`src/rtl/seq_div_pkg.sv`:
```
// Shared types and helpers for the sequential signed divider.
package seq_div_pkg;

  // Controller states: wait for a request, iterate, apply signs.
  typedef enum logic [1:0] {
    IDLE = 2'd0,
    CALC = 2'd1,
    FIX  = 2'd2
  } div_state_e;

  localparam int DIV_DEFAULT_WIDTH = 32;

  // Widest operand abs_u can handle; callers zero-extend into this width.
  localparam int ABS_MAX_W = 64;

  // Unsigned magnitude of the low 'width' bits of val, read as two's complement.
  // The most negative value maps to 2^(width-1), which is exact as unsigned.
  function automatic logic [ABS_MAX_W-1:0] abs_u(input logic [ABS_MAX_W-1:0] val,
                                                 input int unsigned         width);
    logic [ABS_MAX_W-1:0] mask;
    logic [ABS_MAX_W-1:0] res;
    logic [5:0]           sign_idx;
    sign_idx = 6'(width - 32'd1);
    if (width >= 32'(ABS_MAX_W)) begin
      mask = {ABS_MAX_W{1'b1}};
    end else begin
      mask = (64'd1 << width) - 64'd1;
    end
    if (val[sign_idx] == 1'b1) begin
      res = (~val + 64'd1) & mask;
    end else begin
      res = val & mask;
    end
    return res;
  endfunction

endpackage

```
`src/rtl/div_restore_step.sv`:
```
// One restoring-division iteration: shift in a dividend bit, trial-subtract
// the divisor magnitude, keep the difference only when it is non-negative.
module div_restore_step #(
  parameter int WIDTH = 32
) (
  input  logic [WIDTH:0]   p_in,
  input  logic             dvd_bit,
  input  logic [WIDTH-1:0] dvs_mag,
  output logic [WIDTH:0]   p_out,
  output logic             q_bit
);

  logic [WIDTH+1:0] p_shift_s;
  logic [WIDTH:0]   diff_s;
  logic             ge_s;

  // Trial subtraction; the compare is done at full width so the borrow never wraps.
  always_comb begin
    p_shift_s = {p_in, dvd_bit};
    ge_s      = (p_shift_s >= {2'b00, dvs_mag});
    diff_s    = p_shift_s[WIDTH:0] - {1'b0, dvs_mag};
    if (ge_s) begin
      q_bit = 1'b1;
      p_out = diff_s;
    end else begin
      q_bit = 1'b0;
      p_out = p_shift_s[WIDTH:0];
    end
  end

endmodule

```
`src/rtl/seq_signed_divider.sv`:
```
// Sequential signed divider: restoring division on magnitudes, one quotient
// bit per cycle, then a single sign-fix cycle. Truncates toward zero.
module seq_signed_divider
  import seq_div_pkg::*;
#(
  parameter int WIDTH = DIV_DEFAULT_WIDTH
) (
  input  logic             clk,
  input  logic             rst_n,
  input  logic             start,
  input  logic [WIDTH-1:0] dividend,
  input  logic [WIDTH-1:0] divisor,
  output logic [WIDTH-1:0] quotient,
  output logic [WIDTH-1:0] remainder,
  output logic             busy,
  output logic             done,
  output logic             div_by_zero
);

  localparam int CNT_W = $clog2(WIDTH);
  localparam logic [CNT_W-1:0] LAST_ITER = CNT_W'(WIDTH - 1);

  div_state_e       state_q, state_d;
  logic [WIDTH:0]   p_q, p_d;             // partial remainder
  logic [WIDTH-1:0] q_q, q_d;             // dividend magnitude shifting out, quotient shifting in
  logic [WIDTH-1:0] dvs_q, dvs_d;         // divisor magnitude
  logic [CNT_W-1:0] cnt_q, cnt_d;
  logic             sq_q, sq_d;           // quotient negative
  logic             sr_q, sr_d;           // remainder negative (dividend sign)
  logic             zero_q, zero_d;       // divisor was zero
  logic [WIDTH-1:0] quotient_q, quotient_d;
  logic [WIDTH-1:0] remainder_q, remainder_d;
  logic             busy_q, busy_d;
  logic             done_q, done_d;
  logic             dbz_q, dbz_d;

  logic [WIDTH:0]   step_p_s;
  logic             step_qbit_s;

  div_restore_step #(.WIDTH(WIDTH)) u_step (
    .p_in    (p_q),
    .dvd_bit (q_q[WIDTH-1]),
    .dvs_mag (dvs_q),
    .p_out   (step_p_s),
    .q_bit   (step_qbit_s)
  );

  // Next-state, datapath and output computation for the divide sequence.
  always_comb begin
    state_d     = state_q;
    p_d         = p_q;
    q_d         = q_q;
    dvs_d       = dvs_q;
    cnt_d       = cnt_q;
    sq_d        = sq_q;
    sr_d        = sr_q;
    zero_d      = zero_q;
    quotient_d  = quotient_q;
    remainder_d = remainder_q;
    busy_d      = busy_q;
    done_d      = 1'b0;
    dbz_d       = dbz_q;

    case (state_q)
      IDLE: begin
        if (start) begin
          q_d    = WIDTH'(abs_u(ABS_MAX_W'(dividend), WIDTH));
          dvs_d  = WIDTH'(abs_u(ABS_MAX_W'(divisor), WIDTH));
          sq_d   = dividend[WIDTH-1] ^ divisor[WIDTH-1];
          sr_d   = dividend[WIDTH-1];
          p_d    = {(WIDTH+1){1'b0}};
          cnt_d  = {CNT_W{1'b0}};
          busy_d = 1'b1;
          if (divisor == {WIDTH{1'b0}}) begin
            zero_d  = 1'b1;
            state_d = FIX;
          end else begin
            zero_d  = 1'b0;
            state_d = CALC;
          end
        end else begin
          state_d = IDLE;
        end
      end

      CALC: begin
        p_d   = step_p_s;
        q_d   = {q_q[WIDTH-2:0], step_qbit_s};
        cnt_d = cnt_q + CNT_W'(1);
        if (cnt_q == LAST_ITER) begin
          state_d = FIX;
        end else begin
          state_d = CALC;
        end
      end

      FIX: begin
        if (zero_q) begin
          // q_q still holds |dividend|; re-applying the sign restores the dividend.
          quotient_d  = {WIDTH{1'b1}};
          remainder_d = sr_q ? ({WIDTH{1'b0}} - q_q) : q_q;
          dbz_d       = 1'b1;
        end else begin
          // MIN / -1 falls out naturally: -(2^(W-1)) truncates back to MIN.
          quotient_d  = sq_q ? ({WIDTH{1'b0}} - q_q) : q_q;
          remainder_d = sr_q ? ({WIDTH{1'b0}} - p_q[WIDTH-1:0]) : p_q[WIDTH-1:0];
          dbz_d       = 1'b0;
        end
        done_d  = 1'b1;
        busy_d  = 1'b0;
        state_d = IDLE;
      end

      default: begin
        state_d = IDLE;
        busy_d  = 1'b0;
      end
    endcase
  end

  // State and output registers; reset aborts any operation in flight.
  always_ff @(posedge clk or negedge rst_n) begin
    if (!rst_n) begin
      state_q     <= IDLE;
      p_q         <= {(WIDTH+1){1'b0}};
      q_q         <= {WIDTH{1'b0}};
      dvs_q       <= {WIDTH{1'b0}};
      cnt_q       <= {CNT_W{1'b0}};
      sq_q        <= 1'b0;
      sr_q        <= 1'b0;
      zero_q      <= 1'b0;
      quotient_q  <= {WIDTH{1'b0}};
      remainder_q <= {WIDTH{1'b0}};
      busy_q      <= 1'b0;
      done_q      <= 1'b0;
      dbz_q       <= 1'b0;
    end else begin
      state_q     <= state_d;
      p_q         <= p_d;
      q_q         <= q_d;
      dvs_q       <= dvs_d;
      cnt_q       <= cnt_d;
      sq_q        <= sq_d;
      sr_q        <= sr_d;
      zero_q      <= zero_d;
      quotient_q  <= quotient_d;
      remainder_q <= remainder_d;
      busy_q      <= busy_d;
      done_q      <= done_d;
      dbz_q       <= dbz_d;
    end
  end

  assign quotient    = quotient_q;
  assign remainder   = remainder_q;
  assign busy        = busy_q;
  assign done        = done_q;
  assign div_by_zero = dbz_q;

endmodule

```
`config.mk`:
```
export PLATFORM = sky130hd
export DESIGN_NAME = seq_signed_divider
export DESIGN_NICKNAME = d
export VERILOG_FILES = /design/src/rtl/seq_div_pkg.sv /design/src/rtl/div_restore_step.sv /design/src/rtl/seq_signed_divider.sv
export SDC_FILE = /design/constraint.sdc
export NUM_CORES = 1
export LEC_CHECK = 0
export BUFFER_PORTS_ARGS = -buffer_cell sky130_fd_sc_hd__clkbuf_2
export CORE_UTILIZATION = 30
export DETAILED_ROUTE_END_ITERATION = 10
export HOLD_SLACK_MARGIN = 0.08
export SYNTH_ARGS = -nofsm -noshare
export SYNTH_HDL_FRONTEND = slang
export SYNTH_SLANG_ARGS = --single-unit
```
`constraint.sdc`:
```
create_clock -name clk -period 5.89 [get_ports clk]
set_input_delay 1.178 -clock clk [delete_from_list [all_inputs] [get_ports clk]]
set_output_delay 1.178 -clock clk [all_outputs]
set_load 0.02 [all_outputs]
```
* Yosys cells after proc, flatten, opt, wreduce, memory -nomap -nowiden *
Cells that the tools add are included.

storage, ports and cells
  output and inout bits = 67
  bits in registers = 174
  input bits = 67

cells by class
  equal/unequal tests = 4
  mux-type cells = 26
  bitwise operators = 8
  add/subtract/negate cells = 6
  magnitude comparators = 1
  reductions and logical operators = 6

operator list
  cell                                                  number
  two-way mux 32 bit                                    10
  AND 32 bit                                            4
  two-way mux 33 bit                                    2
  case mux 33 bit (2 select lines)                      1
  adder 32 x 1 -> 32 bit (second input constant)        2
  inverter 32 bit                                       2
  case mux 32 bit (2 select lines)                      1
  subtractor 1 x 32 -> 32 bit (first input constant)    2
  >= comparator 34 x 32 -> 1 bit                        1
  subtractor 33 x 32 -> 33 bit                          1
  logical NOT 32 bit                                    1
  case mux 5 bit (2 select lines)                       1
  two-way mux 2 bit                                     3
  AND reduction 2 bit                                   3
  adder 5 x 1 -> 5 bit (second input constant)          1
  equality test 5 bit (second input constant)           1
  two-way mux 1 bit                                     5
  two-way mux 5 bit                                     1
  case mux 2 bit (2 select lines)                       1
  equality test 2 x 1 -> 1 bit (second input constant)  1
  equality test 2 bit (second input constant)           1
  logical NOT 2 bit                                     1
  inequality test 2 bit (second input constant)         1
  case mux 1 bit (2 select lines)                       1
  other kinds (3)                                       3

* Depth between registers and ports, before layout *
  word-level depth = 6
  gate-level depth with buffers = 16
  gate-level depth less buffers = 14

* Hierarchy *
From an unflattened synthesis, not the netlist that was laid out.

second synthesis, totals
  cells, all modules = 1,458
  area total of the unflattened synthesis = 12,563.3 µm²

by module, submodules not included
  module              area an instance (µm²)  times used  seq. area each (µm²)  cells an instance
  seq_signed_divider  10,007.1                1           4,354.2               1,092
  div_restore_step    2,556.2                 1           0.0                   366

* Worst setup path before layout *
OpenSTA, ideal clock, no wires.

  kind = input to register
  start point = in divisor[6]
  end point = reg dvs_q[30]
  arrival = 3,549 ps
  stages = 9
  buffers on the path = 0
  slack = 2,208 ps
  setup time = 133 ps
  cell sequence = or4_1 -> nor4_1 -> nor2b_1 -> nand3_1 -> or4_1 -> nand2b_1 -> o41ai_1 -> xor2_1 -> o21ai_0

on the way
  cells in the longest elaborated chain, start to end = 4

RTL lines
  element                 RTL line                   text
  start, declared         seq_signed_divider.sv:12   input logic [WIDTH-1:0] divisor,
  inverter 32 bit         seq_div_pkg.sv:30          res = (~val + 64'd1) & mask;
  adder 32 x 1 -> 32 bit  seq_div_pkg.sv:30
  AND 32 bit              seq_div_pkg.sv:30
  two-way mux 32 bit      seq_div_pkg.sv:29          if (val[sign_idx] == 1'b1) begin
  end signal, assigned    seq_signed_divider.sv:127  dvs_q <= {WIDTH{1'b0}};
  end signal, assigned    seq_signed_divider.sv:141  dvs_q <= dvs_d;
  end, declared           seq_signed_divider.sv:26   logic [WIDTH-1:0] dvs_q, dvs_d;

Every way passes these cells.
A chain may end at the register's enable or synchronous reset.

* Final worst setup path *
  start point = reg q_q[31]
  end point = reg p_q[23]

on the way
  cells in the longest elaborated chain, start to end = 3
  elaborated cells between the ends (all ways) = 4

RTL lines
  element                                                                         RTL line                                        text
  start, declared                                                                 seq_signed_divider.sv:25                        logic [WIDTH-1:0] q_q, q_d;
  start signal, assigned                                                          seq_signed_divider.sv:126                       q_q <= {WIDTH{1'b0}};
  start signal, assigned                                                          seq_signed_divider.sv:140                       q_q <= q_d;
  subtractor 33 x 32 -> 33 bit or >= comparator 34 x 32 -> 1 bit (tied branches)  div_restore_step.sv:21, div_restore_step.sv:20
  two-way mux 33 bit *                                                            div_restore_step.sv:22                          if (ge_s) begin
  case mux 33 bit (2 select lines) *                                              seq_signed_divider.sv:64                        case (state_q)
  end signal, assigned                                                            seq_signed_divider.sv:125                       p_q <= {(WIDTH+1){1'b0}};
  end signal, assigned                                                            seq_signed_divider.sv:139                       p_q <= p_d;
  end, declared                                                                   seq_signed_divider.sv:24                        logic [WIDTH:0] p_q, p_d;

Mark *: on every way between the ends. The rest lies on a longest branch, timed or not.

==> metrics.cfg <==
[clock_network]
cts_max_level = 4
cts.reportedPaths.clkPinSlew_ps = 80
cts_post_setup_buffers_inserted = 0
cts.repair.resized = 0
insertion_delay_to_the_later_sink_of_the_worst_skew_pair_ps = 450
numCtsBuffers = 17
tritoncts_num_sinks = 174
clockBufferDepth = 2
cts_tree = built
ctsHoldBuffers = 0
clk_root_buffer_cell = sky130_fd_sc_hd__clkbuf_16

[grt]
grt_use_total_pct = 17.27
largest_net_degree_at_the_start_of_global_routing = 70
grt_pass1_vias = 9690
global_route.overflow_total = 0
antenna_violations_before_repair = 1
grt_first_pass_wirelength_mm = 55.61

[synth]
synth_cell_type_count = 69
synth_flop_cell = sky130_fd_sc_hd__dfrtp_1
sequential_cell_area_fraction_in_the_yosys_report_pct = 36.25
yosysWarningCount = 0
ys_seq_elements = 174
synth_edf_count = 0
synthDominantCellAreaShare_pct = 36.25
async_flop_share_pct = 100.0
netlist_top_cells_area = sky130_fd_sc_hd__dfrtp_1 (36%), sky130_fd_sc_hd__o21ai_0 (7.6%), sky130_fd_sc_hd__xor2_1 (7.5%)
synth_area_mm2 = 0.01201
synth_area_per_cell_um2 = 8.604
postSynthCellCount = 1396
postSynthNetCount = 1502
synth.largest_area_cell = sky130_fd_sc_hd__dfrtp_1

[route]
postRouteWirelength_mm = 35.07
initialDrtViolationCount = 844
avgRoutedWirePerCell_um = 17.58
detail_route.vias_per_cell = 5.155
routed-via-count = 10290
post-route-drc-count = 0
detail-route-antenna-nets = 0
drt_pass1_iterations = 5

[job]
maxCapViolCount = 0

[power]
vdd.ir_drop.worst_uv = 217.6
power_per_cell_area_mw_per_mm2 = 577.5
leakagePower_nw = 6.019

[die]
dieWidth_um = 202.1
total_die_area_mm2 = 0.04084
io_pins = 134
floorplan.core_area_mm2 = 0.03910
initial_core_util_pct = 30.72
fp.dieH_um = 202.1
rows = 72

[placement]
pre_cts_slack_ps = 1370
place_hpwl_mm = 26.87
port-buffer-count = 133
placed_cell_area_mm2 = 0.01286
gp_congestion = 0.8823

[sta]
max_freq_mhz = 218.2
finalCritPeriodShare_pct = 77.82
post-route-min-period_ps = 4583
timing_hold_violations_final = 0
fin_tns_setup_ps = 0
final_critical_path_setup_slack_ps = 1307
slew_viol_final = 0
timing.clock.skew_ps = 10.60
fin_worst_hold_slack_ps = 480.2
worstMarginPinSlew_ps = 1124
grt_setup_unrepaired = no
timing.max_slew.rel_slack_pct = 25.05
setup-violations-final = 0

[critical_path]
cpLargestDelayFamily = compound AO/OA/AOI/OAI gates
critical-path-slowest-cell = sky130_fd_sc_hd__a211oi_1
criticalPathCategory = reg2reg
cp_data_required_time_ps = 6270
crit_path_max_incr_delay_ps = 500
critical_path.startpoint_type = register
timing.critical_path.arrival_ps = 4960
crit_chain = inv_1, ha_1, inv_1, fa_1, a21o_1, a22o_1, a211oi_1, a31oi_1, a41o_1, a31oi_1, a21boi_0, o31ai_4, buf_4, nor2_1, a221o_1
endpoint_kind = register
path_buf_inv = 3
crit_path_max_fanout = 29

[finish]
area_occupied_by_multi_input_gates_mm2 = 0.006942
drive_above_1_share_pct = 13.96
layout.area.seq_mm2 = 0.004355
post-route-cell-area_mm2 = 0.01344
fill_cells = 4104
final_nets = 1569
final_cell_mix = sky130_fd_sc_hd__nand2_1 (207), sky130_fd_sc_hd__o21ai_0 (182), sky130_fd_sc_hd__dfrtp_1 (173)
layout-area-overhead-vs-synth_pct = 11.86
layout.cells.most_common = sky130_fd_sc_hd__nand2_1

[min_path]
worstHoldPathType = reg2reg

[outcome]
run_status = complete, no violations

[synth_stat cells, drive strengths merged, types with 5 or more instances]
master and n:
ha 38, nand2 208, xnor2 69, nor2b 19
buf 16, o21a 6, a21o 19, a21oi 73
o41ai 17, a31oi 5, clkbuf 74, mux2i 27
nor4 12, inv 47, or4 22, and2 11
o31ai 38, or3 22, o21ai 189, nor2 63
nand2b 11, nand3 15, nand4 7, nor3 7
dfrtp 174, a221o 10, and3 12, a22oi 32
xor2 103
[cell families after synthesis]
family / synth area share (%)
simple gates: 16.82
compound gates: 21.34
flops: 36.25
xor+xnor: 12.54
buf+inv: 6.292
fa+ha+maj: 4.125
mux: 2.625
[layout make-up]
cell class	count	area share [%]
multi-input cells	1080	51.66
flip-flops and latches	174	32.41
repair buffers	142	5.503
well taps	518	4.824
clock buffers	17	3.166
inverters	48	1.341
clock inverters	15	1.071
diodes	1	0.01862
[path summary, 6_finish.rpt]
check / slack (ps) / startpoint / cells after the start / end
min: 480 / dvs_q[16]$_DFFE_PN0P_ / 2 / dvs_q[16]$_DFFE_PN0P_
max: 1310 / q_q[31]$_DFFE_PN0P_ / 15 / p_q[23]$_DFFE_PN0P_
max in group asynchronous: 3940 / rst_n / 2 / done$_DFF_PN0_
min reg2reg: 480 / dvs_q[16]$_DFFE_PN0P_ / 2 / dvs_q[16]$_DFFE_PN0P_
min in group asynchronous: 690 / rst_n / 1 / p_q[23]$_DFFE_PN0P_
max reg2reg: 1310 / q_q[31]$_DFFE_PN0P_ / 15 / p_q[23]$_DFFE_PN0P_
[metrics by stage]
stage / utilization, % / power, W / instances
after global placement: 32.90 / 0.006516 / 1962
after CTS: 34.36 / 0.007750 / 1994
after detailed placement: 32.90 / 0.006600 / 1962
after floorplan: - / 0.005489 / 1396
after global routing: 34.36 / 0.008375 / 1994
final: 34.37 / 0.007760 / 1995
[layer usage]
layer | global-route usage, % | up-vias | share of wire [%] | wire length (µm)
li1 | - | 5055 | - | -
met1 | 25.34 | 4914 | 50 | 17590
met2 | 25.18 | 267 | 42 | 14850
met3 | 2.725 | 49 | 4.4 | 1555
met4 | 6.686 | 0 | 3.1 | 1078
met5 | 0 | - | 0 | 0
[where the power goes]
part	leakage, nW	switching, W	internal (W)	total, W
combinational	3.50	0.00240	0.00187	0.00427
clock	0.280	0.000564	0.000564	0.00113
sequential	2.24	0.000749	0.00162	0.00237
[worst register-to-register path: stages, from the launching register on]
cell                       delay, ps
sky130_fd_sc_hd__dfrtp_1         410
sky130_fd_sc_hd__inv_1           110
sky130_fd_sc_hd__ha_1            170
sky130_fd_sc_hd__inv_1            50
sky130_fd_sc_hd__fa_1            390
sky130_fd_sc_hd__a21o_1          220
sky130_fd_sc_hd__a22o_1          230
sky130_fd_sc_hd__a211oi_1        500
sky130_fd_sc_hd__a31oi_1         230
sky130_fd_sc_hd__a41o_1          310
sky130_fd_sc_hd__a31oi_1         380
sky130_fd_sc_hd__a21boi_0        440
sky130_fd_sc_hd__o31ai_4          70
sky130_fd_sc_hd__buf_4           290
sky130_fd_sc_hd__nor2_1          460
sky130_fd_sc_hd__a221o_1         250
[flip-flops by register name, indices dropped and copies added (netlist names)]
| register | flops |
|---|---|
| div_by_zero | 1 |
| sq_q | 1 |
| q_q | 32 |
| state_q | 2 |
| sr_q | 1 |
| dvs_q | 32 |
| busy | 1 |
| p_q | 33 |
| done | 1 |
| quotient | 32 |
| cnt_q | 5 |
| remainder | 32 |
| zero_q | 1 |
(Power assumes the default switching activity.)
